$ cat src/rtl/ex_forward_ctrl.sv
// rtl/ex_forward_ctrl.sv - EX-stage operand forward select and load-use stall control
module ex_forward_ctrl #(
    parameter int REG_AW = 5,
    parameter int CNT_W  = 16
) (
    input  logic              clk_i,
    input  logic              rst_i,
    input  logic              id_valid_i,
    input  logic [REG_AW-1:0] id_rs_i,
    input  logic [REG_AW-1:0] id_rt_i,
    input  logic              id_uses_rt_i,
    input  logic [REG_AW-1:0] id_rd_i,
    input  logic              id_regwrite_i,
    input  logic              id_memread_i,
    input  logic              flush_i,
    output logic [1:0]        forward_a_o,
    output logic [1:0]        forward_b_o,
    output logic              stall_o,
    output logic [CNT_W-1:0]  stall_cnt_o
);

    localparam logic [REG_AW-1:0] REG_ZERO = '0;
    localparam logic [1:0]        FWD_ID   = 2'b00;
    localparam logic [1:0]        FWD_WB   = 2'b01;
    localparam logic [1:0]        FWD_MEM  = 2'b10;
    localparam logic [CNT_W-1:0]  CNT_ONE  = {{(CNT_W-1){1'b0}}, 1'b1};
    localparam logic [CNT_W-1:0]  CNT_MAX  = '1;

    // Record of the instruction currently in EX (becomes EX/MEM after the edge)
    logic              ex_valid_q,    ex_valid_d;
    logic [REG_AW-1:0] ex_rd_q,       ex_rd_d;
    logic              ex_regwrite_q, ex_regwrite_d;
    logic              ex_memread_q,  ex_memread_d;

    // Record of the instruction currently in MEM (becomes MEM/WB after the edge)
    logic              mem_valid_q,    mem_valid_d;
    logic [REG_AW-1:0] mem_rd_q,       mem_rd_d;
    logic              mem_regwrite_q, mem_regwrite_d;

    logic [1:0]        forward_a_q, forward_a_d;
    logic [1:0]        forward_b_q, forward_b_d;
    logic [CNT_W-1:0]  stall_cnt_q, stall_cnt_d;

    logic              ex_writes_rs;
    logic              ex_writes_rt;
    logic              mem_writes_rs;
    logic              mem_writes_rt;
    logic              ex_load_hit;
    logic              stall;
    logic              insert;

    // Producer match terms; register 0 is hard-wired and never a producer
    always_comb begin
        ex_writes_rs  = ex_valid_q && ex_regwrite_q && (ex_rd_q != REG_ZERO)
                        && (ex_rd_q == id_rs_i);
        ex_writes_rt  = ex_valid_q && ex_regwrite_q && (ex_rd_q != REG_ZERO)
                        && (ex_rd_q == id_rt_i);
        mem_writes_rs = mem_valid_q && mem_regwrite_q && (mem_rd_q != REG_ZERO)
                        && (mem_rd_q == id_rs_i);
        mem_writes_rt = mem_valid_q && mem_regwrite_q && (mem_rd_q != REG_ZERO)
                        && (mem_rd_q == id_rt_i);
    end

    // Load-use detection; a flush kills the consumer so there is nothing to stall
    always_comb begin
        ex_load_hit = ex_valid_q && ex_memread_q && (ex_rd_q != REG_ZERO)
                      && ((ex_rd_q == id_rs_i) || (id_uses_rt_i && (ex_rd_q == id_rt_i)));
        stall       = !flush_i && id_valid_i && ex_load_hit;
        insert      = id_valid_i && !flush_i && !stall;
    end

    // Next pipeline records: MEM always advances, EX takes the ID instruction or a bubble
    always_comb begin
        mem_valid_d    = ex_valid_q;
        mem_rd_d       = ex_rd_q;
        mem_regwrite_d = ex_regwrite_q;

        ex_valid_d     = 1'b0;
        ex_rd_d        = id_rd_i;
        ex_regwrite_d  = 1'b0;
        ex_memread_d   = 1'b0;
        if (insert) begin
            ex_valid_d    = 1'b1;
            ex_regwrite_d = id_regwrite_i;
            ex_memread_d  = id_memread_i;
        end
    end

    // Forward selects for the entering instruction; the newest producer (EX) wins
    always_comb begin
        forward_a_d = FWD_ID;
        forward_b_d = FWD_ID;
        if (insert) begin
            if (ex_writes_rs) begin
                forward_a_d = FWD_MEM;
            end else if (mem_writes_rs) begin
                forward_a_d = FWD_WB;
            end

            if (id_uses_rt_i && ex_writes_rt) begin
                forward_b_d = FWD_MEM;
            end else if (id_uses_rt_i && mem_writes_rt) begin
                forward_b_d = FWD_WB;
            end
        end
    end

    // Saturating stall counter for performance debug
    always_comb begin
        stall_cnt_d = stall_cnt_q;
        if (stall && (stall_cnt_q != CNT_MAX)) begin
            stall_cnt_d = stall_cnt_q + CNT_ONE;
        end
    end

    // State registers; reset empties the pipeline records and clears the selects
    always_ff @(posedge clk_i or posedge rst_i) begin
        if (rst_i) begin
            ex_valid_q     <= 1'b0;
            ex_rd_q        <= REG_ZERO;
            ex_regwrite_q  <= 1'b0;
            ex_memread_q   <= 1'b0;
            mem_valid_q    <= 1'b0;
            mem_rd_q       <= REG_ZERO;
            mem_regwrite_q <= 1'b0;
            forward_a_q    <= FWD_ID;
            forward_b_q    <= FWD_ID;
            stall_cnt_q    <= '0;
        end else begin
            ex_valid_q     <= ex_valid_d;
            ex_rd_q        <= ex_rd_d;
            ex_regwrite_q  <= ex_regwrite_d;
            ex_memread_q   <= ex_memread_d;
            mem_valid_q    <= mem_valid_d;
            mem_rd_q       <= mem_rd_d;
            mem_regwrite_q <= mem_regwrite_d;
            forward_a_q    <= forward_a_d;
            forward_b_q    <= forward_b_d;
            stall_cnt_q    <= stall_cnt_d;
        end
    end

    assign forward_a_o = forward_a_q;
    assign forward_b_o = forward_b_q;
    assign stall_o     = stall;
    assign stall_cnt_o = stall_cnt_q;

endmodule

$ cat config.mk
export PLATFORM = sky130hd
export DESIGN_NAME = ex_forward_ctrl
export DESIGN_NICKNAME = d
export VERILOG_FILES = /design/src/rtl/ex_forward_ctrl.sv
export SDC_FILE = /design/constraint.sdc
export NUM_CORES = 1
export LEC_CHECK = 0
export CAP_MARGIN = 10
export CORE_ASPECT_RATIO = 0.9
export CORE_UTILIZATION = 51
export CTS_CLUSTER_DIAMETER = 120
export CTS_CLUSTER_SIZE = 24
export DETAILED_ROUTE_END_ITERATION = 10
export PLACE_DENSITY = 0.84
export SLEW_MARGIN = 10
export SYNTH_ARGS = -nofsm -noshare
export SYNTH_HDL_FRONTEND = slang
export SYNTH_SLANG_ARGS = --single-unit
$ cat constraint.sdc
create_clock -name clk_i -period 6.3 [get_ports clk_i]
set_clock_uncertainty 0.1 [all_clocks]
set_input_delay 1.89 -clock clk_i [delete_from_list [all_inputs] [get_ports clk_i]]
set_output_delay 1.89 -clock clk_i [all_outputs]
set_load 0.01 [all_outputs]
# Word level (Yosys, flattened, before mapping)
# Index checks and enable logic that the tools add are counted.
[op_classes] eq_ne=5 magnitude_cmp=0 bitwise_logic=0 n_mux=9 shifts=0 reduce_logical=23 n_div=0 multipliers=0 add_sub_neg=1
[ops] operator="5-bit == test" n=4
[ops] operator="1-bit logical AND" n=18
[ops] operator="16-bit by 1-bit adder with 16-bit output (second input constant)" n=1
[ops] operator="16-bit != test (second input constant)" n=1
[ops] operator="5-bit nonzero test" n=2
[ops] operator="2-bit 2-to-1 mux" n=4
[ops] operator="1-bit 2-to-1 mux" n=5
[ops] operator="1-bit zero test" n=2
[ops] operator="1-bit logical OR" n=1
[totals] inputBits=22 wordCells=48 mem_bits_rw=0 ff_bits=35 latch_bits=0 mem_count=0 romBits=0 out_inout_bits=21

# Logic depth before layout (Yosys ltp)
# Gate-level depths: netlist of run 1.
[logic_depth] ltp_word=8 mapped_depth=8 mapped_depth_nobuf=7

# Worst setup path before layout of run 1
# No wires, ideal clock.
[synth_path] kind="input-to-output" start="input id_rt_i[3]" end="output stall_o" cell_stages=5 required_ns=4.310 t_arrival_ns=2.740 n_path_buf=0 setup_slack_ns=1.570 cell_sequence="xor2_1 > nor4_1 > and3_2 > nor2_4 > nor2_1"
[synth_between] elab_chain_cells=5
[synth_rtl] item="from (decl)" line_no="10" source="input logic [REG_AW-1:0] id_rt_i,"
[synth_rtl] item="5-bit == test" line_no="67" source="&& ((ex_rd_q == id_rs_i) || (id_uses_rt_i && (ex_rd_q == id_rt_i)));"
[synth_rtl] item="1-bit logical AND" line_no="67"
[synth_rtl] item="1-bit logical OR" line_no="67"
[synth_rtl] item="1-bit logical AND" line_no="67"
[synth_rtl] item="1-bit logical AND" line_no="68" source="stall = !flush_i && id_valid_i && ex_load_hit;"
[synth_rtl] item="to (decl)" line_no="18" source="output logic stall_o,"
# Every way passes these cells.

# Worst setup path after layout of run 1
[layout_path] start="input id_rt_i[2]" end="output stall_o"
# The elaborated chain is that of the path after synthesis.

==> reports/metrics.cfg, run 1 <==
[route]
routedWlPerCell_um=14.2
viasPerCell=5.39
drc=0
m1WireLength_mm=1.36
first_pass_iters=4
vias=1240
totalWireLength_mm=3.26
drt_iter0_drc=30
maxUsedRoutingLayer=met4
wl_met2_mm=1.66
wl_met3_um=167
detail-route-antenna-nets=0

[timing]
whs_ps=345
post-route-min-period_ps=5760
timing.fmax_ghz=0.174
rsz0062_at_grt=no
slew_headroom=0.719
setup_viol_count_final=0
hold_violations=0
post-route-period-util=0.914
setup_tns_ps=0
slew_violations=0
max_slew.worst_pin.slew_ps=417

[global_route]
grt_pass1_wl_mm=5.18
antenna_found_initial=0
grt_max_degree=36
grt_overflow=0
grt_usage=0.218
grt_pass1_vias=1171

[setup_path]
r2r_slack_ps=4010
cp_common_cell=clkdlybuf4s50_1
critPathMaxStageDelay_ps=540
critPathCaptureType=output pin
cp_slowest_cell=clkdlybuf4s50_1
critPathKind=in -> out
rr_endpoint=stall_cnt_o[1]
worstReg2RegStart=stall_cnt_o[0]
cp_top_family=buffers and inverters
arrival_ps=3770
crit_chain=clkdlybuf4s50_1 -> xor2_1 -> nor4_1 -> and3_2 -> nor2_4 -> nor2_1 -> clkdlybuf4s50_1
worstPathMaxFanout=9
ff2ff_path_depth=6
worstPathRequired_ps=4310
start_kind=input port
critPathBufInv=2

[logic_synthesis]
synth-async-reset-ratio=1.00
synth_fa_ha_area_frac=0.00777
yosysSeqAreaShare=0.544
synth_edf_count=0
synth_nets=163
yosys.cell_count.top_type=dfrtp_1
yosys-top-cells-count=dfrtp_1 (35), xor2_1 (20), xnor2_1 (15), nand2_1 (9), nand3_1 (9)
ys_top_cells_by_area=dfrtp_1 (54%), xor2_1 (11%), xnor2_1 (8.2%)
synth_simple_gate_area_share=0.211
yosys.cell_types.count=29
synthDominantCellAreaShare=0.544
syn_avg_cell_area_sq_um=11.5
synth_compound_area_frac=0.0280
synth-main-ff-cell=dfrtp_1
synthMuxAreaShare=0.00699
netlist_area_sq_um=1610
yosysTopAreaCell=dfrtp_1
synthCells=140
synth_top_family_by_area=simple AND/OR/NAND/NOR gates
synth_warnings=0
ys_ff_latch=35
synth-xor-area-share=0.190

[cts]
clk_pin_slew_ps=120
cts_resized=0
cts_tree=built
clk_latency_ps=350
post-cts-setup-buffer-count=0
cts_max_path_buffers=2
cts_sinks=35
postCtsHoldBufs=0
cts_inserted_buffers=5
root_buffer=clkbuf_4
htreeDepth=2

[placed_design]
dp_hpwl_mm=2.60
gp_congestion=0.850
port_buffers=42

[die]
num_rows=18
fp.dieH_um=55.3
die_width_um=61.2
dieArea_sq_um=3390
coreArea_sq_um=2860
start_util=0.563
ioPinCount=43

[min_path]
worstHoldEndpoint=mem_regwrite_q
hp-class=reg -> reg
hp-start=ex_regwrite_q
hold_path_depth=0

[layout]
drive_gt1_frac=0.0842
diodes=0
nFillCells=209
area_growth_pct=33.4
nNetsFinal=212

[power_and_ir_drop]
power.leakage_uw=0.000955
peakVddDrop_uv=139
power.density_nw_per_um2=190

[run_status]
status=complete, no violations

[run]
maxCapViolCount=0

-- worst reg2reg max path: stages, from the launching register on --
cell	delay [ps]
dfrtp_1	450
ha_1	230
and3_1	210
and3_1	220
a41oi_1	230
o211a_1	380
mux2_2	380
-- power by group --
group          switching, uW  internal (uW)  leakage (uW)  total, uW
registers               6.24            230      0.000462        236
logic                   17.0           21.6      0.000459       38.6
clock network           79.0           54.9     0.0000345        134
-- worst max-delay path by stage --
| stage | slack [ps] | from | cells after the start | endpoint |
|---|---|---|---|---|
| finish | 540 | id_rt_i[2] | 7 | stall_o |
| CTS | 550 | id_rt_i[2] | 7 | stall_o |
| global route | 430 | id_rt_i[2] | 7 | stall_o |
| detailed placement | 550 | id_rt_i[2] | 7 | stall_o |
| global placement | 580 | id_rt_i[3] | 7 | stall_o |
| floorplan | 1570 | id_rt_i[3] | 5 | stall_o |
-- layer usage --
| metal | GRT usage | vias up |
|---|---|---|
| met5 | 0 | - |
| met4 | 0.104 | 0 |
| met3 | 0.0937 | 7 |
| met2 | 0.320 | 46 |
| met1 | 0.274 | 603 |
| li1 | - | 584 |
-- registers in the layout, summed over array words and instances, names as in the netlist --
name / flops
ex_memread_q: 1
ex_rd_q: 5
ex_regwrite_q: 1
ex_valid_q: 1
forward_a_o: 2
forward_b_o: 2
mem_rd_q: 5
mem_regwrite_q: 1
mem_valid_q: 1
stall_cnt_o: 16
-- cells by family (layout without fill, tap and decap cells) --
family | Yosys count | count (layout)
XOR/XNOR | 35 | 35
AO/OA/AOI/OAI | 6 | 6
flip-flops | 35 | 35
multiplexers | 1 | 1
AND/OR/NAND/NOR | 58 | 58
buffers and inverters | 4 | 54
adder cells (fa/ha/maj) | 1 | 1
-- stage by stage --
stage / total power [uW] / area [sq um] / worst slack (ps) / instances / util
2_1_floorplan: 257 / 1610 / 1570 / 140 / -
3_3_place_gp: 277 / 2080 / 582 / 222 / 0.727
3_5_place_dp: 279 / 2080 / 554 / 222 / 0.727
4_1_cts: 411 / 2150 / 551 / 230 / 0.751
5_1_grt: 424 / 2150 / 427 / 230 / 0.751
6_report: 408 / 2150 / 544 / 230 / 0.751
-- layout make-up --
| cell class | instances | area, sq um | share of cell area |
|---|---|---|---|
| timing repair buffer | 43 | 428 | 0.199 |
| clock buffer | 6 | 51.3 | 0.0239 |
| clock inverter | 2 | 16.3 | 0.00757 |
| tap | 40 | 50.0 | 0.0233 |
| sequential | 35 | 876 | 0.408 |
| inverter | 3 | 11.3 | 0.00524 |
| multi-input combinational | 101 | 716 | 0.333 |
-- placed cells by master, fill, tap and decap left out, types with 2 or more instances in the layout --
master	netlist	layout
clkdlybuf4s50_1	0	42
dfrtp_1	35	35
xor2_1	20	20
xnor2_1	15	15
nand3_1	9	9
nand2_1	9	9
nor2_1	6	6
nor3_1	6	6
nand4_1	6	6
nor4_1	5	5
and3_1	5	5
clkbuf_4	0	5
inv_1	3	3
and4_1	2	2
o21ai_0	2	2
and2_1	2	2
Note: power is estimated with default switching activity, not from simulation.
==> run 2, diff against run 1 <==
--- a/config.mk
+++ b/config.mk
@@ -6,12 +6,14 @@
 export NUM_CORES = 1
 export LEC_CHECK = 0
 export CAP_MARGIN = 10
+export CELL_PAD_IN_SITES_DETAIL_PLACEMENT = 0
+export CELL_PAD_IN_SITES_GLOBAL_PLACEMENT = 2
 export CORE_ASPECT_RATIO = 0.9
-export CORE_UTILIZATION = 51
+export CORE_UTILIZATION = 32
 export CTS_CLUSTER_DIAMETER = 120
 export CTS_CLUSTER_SIZE = 24
 export DETAILED_ROUTE_END_ITERATION = 10
-export PLACE_DENSITY = 0.84
+export PLACE_DENSITY_LB_ADDON = 0.1
 export SLEW_MARGIN = 10
 export SYNTH_ARGS = -nofsm -noshare
 export SYNTH_HDL_FRONTEND = slang
==> constraint.sdc (replaced) <==
create_clock -name clk_i -period 6.3 [get_ports clk_i]
set_clock_uncertainty 0.1 [all_clocks]
set_input_delay 1.89 -clock clk_i [delete_from_list [all_inputs] [get_ports clk_i]]
set_output_delay 1.89 -clock clk_i [all_outputs]
set_load 0.02 [all_outputs]
==> run 2 against run 1 <==
Register-to-register slack lost 30 ps. Power grew 10%. Setup slack lost 98 ps. Non-clock buffer count is the same. First-iteration DRC count grew 90%. Highest routed layer unchanged.
==> reports/metrics.cfg, run 2 (same netlist as run 1, synthesis figures left out) <==
[global_route]
grt_usage=0.140  ; was 0.218
top_usage_layer=met2  ; unchanged
use_met3=0.0395  ; was 0.0937
grt_pass1_wl_mm=5.82  ; was 5.18 mm
grt_pass1_vias=1255  ; was 1171
grt_overflow=0  ; unchanged
antenna_found_initial=0  ; unchanged
grt_max_degree=36  ; unchanged
use_met2=0.219  ; was 0.320
use_met1=0.189  ; was 0.274

[route]
viasPerCell=4.66  ; was 5.39
routedWlPerCell_um=12.9  ; was 14.2 um
totalWireLength_mm=3.30  ; was 3.26 mm
drc=0  ; unchanged
detail-route-antenna-nets=0  ; unchanged
vias=1189  ; was 1240
drt_iter0_drc=57  ; was 30
first_pass_iters=4  ; unchanged

[timing]
worst_slack_ps=446  ; was 544 ps
whs_ps=327  ; was 345 ps
setup_viol_count_final=0  ; unchanged
rsz0062_at_grt=no  ; unchanged
slew_headroom=0.713  ; was 0.719
timing.fmax_ghz=0.171  ; was 0.174 GHz
post-route-period-util=0.929  ; was 0.914
hold_violations=0  ; unchanged
slew_violations=0  ; unchanged
setup_tns_ps=0  ; unchanged
max_slew.worst_pin.slew_ps=426  ; was 417 ps
post-route-min-period_ps=5850  ; was 5760 ps

[min_path]
hold_path_depth=0  ; unchanged
hp-class=reg -> reg  ; unchanged

[setup_path]
crit_chain=clkdlybuf4s50_1 -> xor2_1 -> nor4_1 -> and3_2 -> nor2_4 -> nor2_1 -> clkdlybuf4s50_1  ; unchanged
cp_top_family=buffers and inverters  ; unchanged
worstPathRequired_ps=4310  ; about the same
cp.depth=7  ; unchanged
cp_common_cell=clkdlybuf4s50_1  ; unchanged
ff2ff_path_depth=6  ; unchanged
arrival_ps=3860  ; was 3770 ps
critPathCaptureType=output pin  ; unchanged
cp_slowest_cell=clkdlybuf4s50_1  ; unchanged
start_kind=input port  ; unchanged
worstPathMaxFanout=9  ; unchanged
critPathBufInv=2  ; unchanged
critPathKind=in -> out  ; unchanged
critPathMaxStageDelay_ps=610  ; was 540 ps

[power_and_ir_drop]
peakVddDrop_uv=132  ; was 139 uV
seqPwrFrac=0.524  ; was 0.578
p_sw_frac=0.220  ; was 0.250
intPower_uw=351  ; was 306 uW
power.density_nw_per_um2=203  ; was 190 nW/um^2
clkPwrFrac=0.389  ; was 0.328
pwr-share-comb=0.087  ; was 0.095
power_switching_uw=98.9  ; was 102 uW
power.leakage_uw=0.000972  ; was 0.000955 uW

[layout]
diodes=0  ; unchanged
fin_cells=255  ; was 230
register_area_sq_um=876  ; unchanged
largest_register_ff_count=16  ; unchanged
most-common-layout-cells=clkdlybuf4s50_1 (42), dfrtp_1 (35), xor2_1 (20)  ; unchanged
nNetsFinal=212  ; unchanged
final_common_cell=clkdlybuf4s50_1  ; unchanged
multi_input_area_sq_um=716  ; unchanged
drive_gt1_frac=0.0789  ; was 0.0842
area_growth_pct=37.4  ; was 33.4%
nFillCells=463  ; was 209
finish.utilization=0.458  ; was 0.751

[cts]
cts_max_path_buffers=2  ; unchanged
cts_sinks=35  ; unchanged
clk_latency_ps=280  ; was 350 ps
post-cts-setup-buffer-count=0  ; unchanged
cts_tree=built  ; unchanged
root_buffer=clkbuf_8  ; was clkbuf_4
cts_inserted_buffers=5  ; unchanged
cts_resized=0  ; unchanged
htreeDepth=2  ; unchanged
postCtsHoldBufs=0  ; unchanged
clk_pin_slew_ps=70  ; was 120 ps

[run]
maxCapViolCount=0  ; unchanged

[placed_design]
dp_hpwl_mm=2.51  ; was 2.60 mm
dp_cells=247  ; was 222
port_buffers=42  ; unchanged
gp_congestion=0.788  ; was 0.850
place_ws_ps=447  ; was 554 ps

[die]
coreArea_sq_um=4830  ; was 2860 sq um
fp.dieH_um=69.3  ; was 55.3 um
start_util=0.333  ; was 0.563
num_rows=24  ; was 18
die_width_um=76.8  ; was 61.2 um
ioPinCount=43  ; unchanged
dieArea_sq_um=5320  ; was 3390 sq um

[run_status]
status=complete, no violations  ; unchanged

run 2: final timing paths:
kind | startpoint | endpoint | slack, ps
worst max-delay path | id_rt_i[3] | stall_o | 450
min in group asynchronous | rst_i | stall_cnt_o[1] | 1910
max in group asynchronous | rst_i | ex_memread_q | 3880
worst max register to register | stall_cnt_o[0] | stall_cnt_o[1] | 3980
worst min-delay path | ex_regwrite_q | mem_regwrite_q | 330
worst min register to register | ex_regwrite_q | mem_regwrite_q | 330
run 2: cell type report:
| cell class | count | share of cell area |
|---|---|---|
| Clock buffer | 8 | 0.0452 |
| Inverter | 3 | 0.00509 |
| Multi-Input combinational cell | 101 | 0.324 |
| Sequential cell | 35 | 0.396 |
| Tap cell | 65 | 0.0368 |
| Timing Repair Buffer | 43 | 0.193 |
run 2: power by group through the flow:
stage | combinational [uW] | sequential [uW] | clock, uW
finish | 39.2 | 236 | 175
detailed placement | 39.7 | 240 | 0
global placement | 39.1 | 240 | 0
CTS | 39.9 | 236 | 183
global route | 43.7 | 236 | 193
floorplan | 18.7 | 239 | 0
run 2: per-stage QoR:
step	power, uW	area [sq um]
floorplan	258	1610
global placement	279	2110
detailed placement	280	2110
CTS	458	2210
global route	473	2210
finish	450	2210
run 2: routing by layer:
layer  routed length, um  share of wire
met5                   0              0
met4                  17         0.0052
met2                1510           0.46
met3                 153          0.046
met1                1610           0.49
==> run 3, diff against run 2 <==
--- a/config.mk
+++ b/config.mk
@@ -13,6 +13,7 @@
 export CTS_CLUSTER_DIAMETER = 120
 export CTS_CLUSTER_SIZE = 24
 export DETAILED_ROUTE_END_ITERATION = 10
+export MAX_ROUTING_LAYER = met4
 export PLACE_DENSITY_LB_ADDON = 0.1
 export SLEW_MARGIN = 10
 export SYNTH_ARGS = -nofsm -noshare
==> run 3 against run 2 <==
Non-clock buffer count unchanged. Sequential share of layout area unchanged. Clock-buffer cell count is the same. Hold slack about the same. Die area is the same. Utilization is the same. Fmax shrank 0.12%. Flip-flop and latch count unchanged. Largest cell class unchanged. Power hardly changed.
==> reports/metrics.cfg, run 3 (same netlist as run 1, synthesis figures left out) <==
[cts]
clk_latency_ps=280  ; about the same
clk_pin_slew_ps=70  ; about the same
cts_sinks=35  ; unchanged
post-cts-setup-buffer-count=0  ; unchanged
cts_tree=built  ; unchanged
root_buffer=clkbuf_8  ; unchanged
cts_inserted_buffers=5  ; unchanged
htreeDepth=2  ; unchanged
cts_resized=0  ; unchanged
cts_max_path_buffers=2  ; unchanged
postCtsHoldBufs=0  ; unchanged

[die]
die_width_um=76.8  ; unchanged
start_util=0.333  ; unchanged
coreArea_sq_um=4830  ; unchanged
ioPinCount=43  ; unchanged
fp.dieH_um=69.3  ; unchanged
num_rows=24  ; unchanged
dieArea_sq_um=5320  ; unchanged

[setup_path]
arrival_ps=3870  ; was 3860 ps
start_kind=input port  ; unchanged
critPathKind=in -> out  ; unchanged
critPathCaptureType=output pin  ; unchanged
r2r_slack_ps=3980  ; about the same
worstPathRequired_ps=4310  ; about the same
worstPathMaxFanout=9  ; unchanged

[route]
detail-route-antenna-nets=0  ; unchanged
drt_iter0_drc=59  ; was 57
viasPerCell=4.63  ; was 4.66
drc=0  ; unchanged
totalWireLength_mm=3.31  ; was 3.30 mm
routedWlPerCell_um=13.0  ; was 12.9 um
first_pass_iters=4  ; unchanged
vias=1180  ; was 1189

[power_and_ir_drop]
clkPwrFrac=0.390  ; was 0.389
power.leakage_uw=0.000972  ; unchanged
intPower_uw=351  ; about the same
seqPwrFrac=0.523  ; was 0.524
peakVddDrop_uv=132  ; about the same
pwr-share-comb=0.087  ; about the same
power_switching_uw=99.3  ; was 98.9 uW
p_sw_frac=0.220  ; about the same
power.density_nw_per_um2=204  ; was 203 nW/um^2

[timing]
rsz0062_at_grt=no  ; unchanged
hold_violations=0  ; unchanged
slew_headroom=0.713  ; unchanged
worst_slack_ps=439  ; was 446 ps
timing.fmax_ghz=0.171  ; about the same
setup_tns_ps=0  ; unchanged
max_slew.worst_pin.slew_ps=426  ; about the same
slew_violations=0  ; unchanged
setup_viol_count_final=0  ; unchanged
post-route-min-period_ps=5860  ; was 5850 ps
whs_ps=327  ; about the same
post-route-period-util=0.930  ; was 0.929

[layout]
diodes=0  ; unchanged
drive_gt1_frac=0.0789  ; unchanged
final_common_cell=clkdlybuf4s50_1  ; unchanged
largest_register_ff_count=16  ; unchanged
area_growth_pct=37.4  ; unchanged
most-common-layout-cells=clkdlybuf4s50_1 (42), dfrtp_1 (35), xor2_1 (20)  ; unchanged
nNetsFinal=212  ; unchanged

[placed_design]
dp_hpwl_mm=2.51  ; unchanged
port_buffers=42  ; unchanged
place_ws_ps=447  ; unchanged
gp_congestion=0.800  ; was 0.788

[run]
maxCapViolCount=0  ; unchanged

[min_path]
hp-class=reg -> reg  ; unchanged

[global_route]
antenna_found_initial=0  ; unchanged
grt_pass1_vias=1250  ; was 1255
grt_pass1_wl_mm=5.84  ; was 5.82 mm
grt_usage=0.144  ; was 0.140
grt_max_degree=36  ; unchanged
grt_overflow=0  ; unchanged

[run_status]
status=complete, no violations  ; unchanged

## run 3: area by class of cell
cell class	count	area [sq um]
tap	65	81.3
clock buffer	8	100
inverter	3	11.3
sequential	35	876
fill	463	2620
multi-input combinational	101	716
timing repair buffer	43	428
## run 3: worst paths after layout
path,startpoint,end,depth (start not counted)
hold reg to reg,ex_regwrite_q,mem_regwrite_q,0
setup reg to reg,stall_cnt_o[0],stall_cnt_o[1],6
max in group asynchronous,rst_i,ex_memread_q,3
min in group asynchronous,rst_i,stall_cnt_o[1],3
hold / removal,ex_regwrite_q,mem_regwrite_q,0
setup / recovery,id_rt_i[3],stall_o,7
## run 3: worst max-delay path, stage by stage
cell and delay, ps:
clkdlybuf4s50_1 450, xor2_1 170, nor4_1 280, and3_2 270, nor2_4 70, nor2_1 120
clkdlybuf4s50_1 610
## run 3: per-stage QoR
stage | instance area (sq um) | total power (uW) | utilization | cells
CTS | 2210 | 458 | 0.458 | 255
detailed placement | 2110 | 280 | 0.437 | 247
global route | 2210 | 473 | 0.458 | 255
finish | 2210 | 450 | 0.458 | 255
global placement | 2110 | 279 | 0.437 | 247
floorplan | 1610 | 258 | - | 140
## run 3: per-layer routing
layer | GRT usage | vias up | wire [um]
li1 | - | 582 | -
met1 | 0.192 | 567 | 1660
met2 | 0.219 | 29 | 1510
met3 | 0.0368 | 2 | 127
met4 | 0.0385 | 0 | 17
met5 | - | - | 0
## run 3: power by group through the flow
stage               clock, uW  sequential [uW]  combinational [uW]
global route              193              236                43.7
CTS                       183              236                39.9
detailed placement          0              240                39.7
finish                    175              236                39.2
global placement            0              240                39.1
floorplan                   0              239                18.7
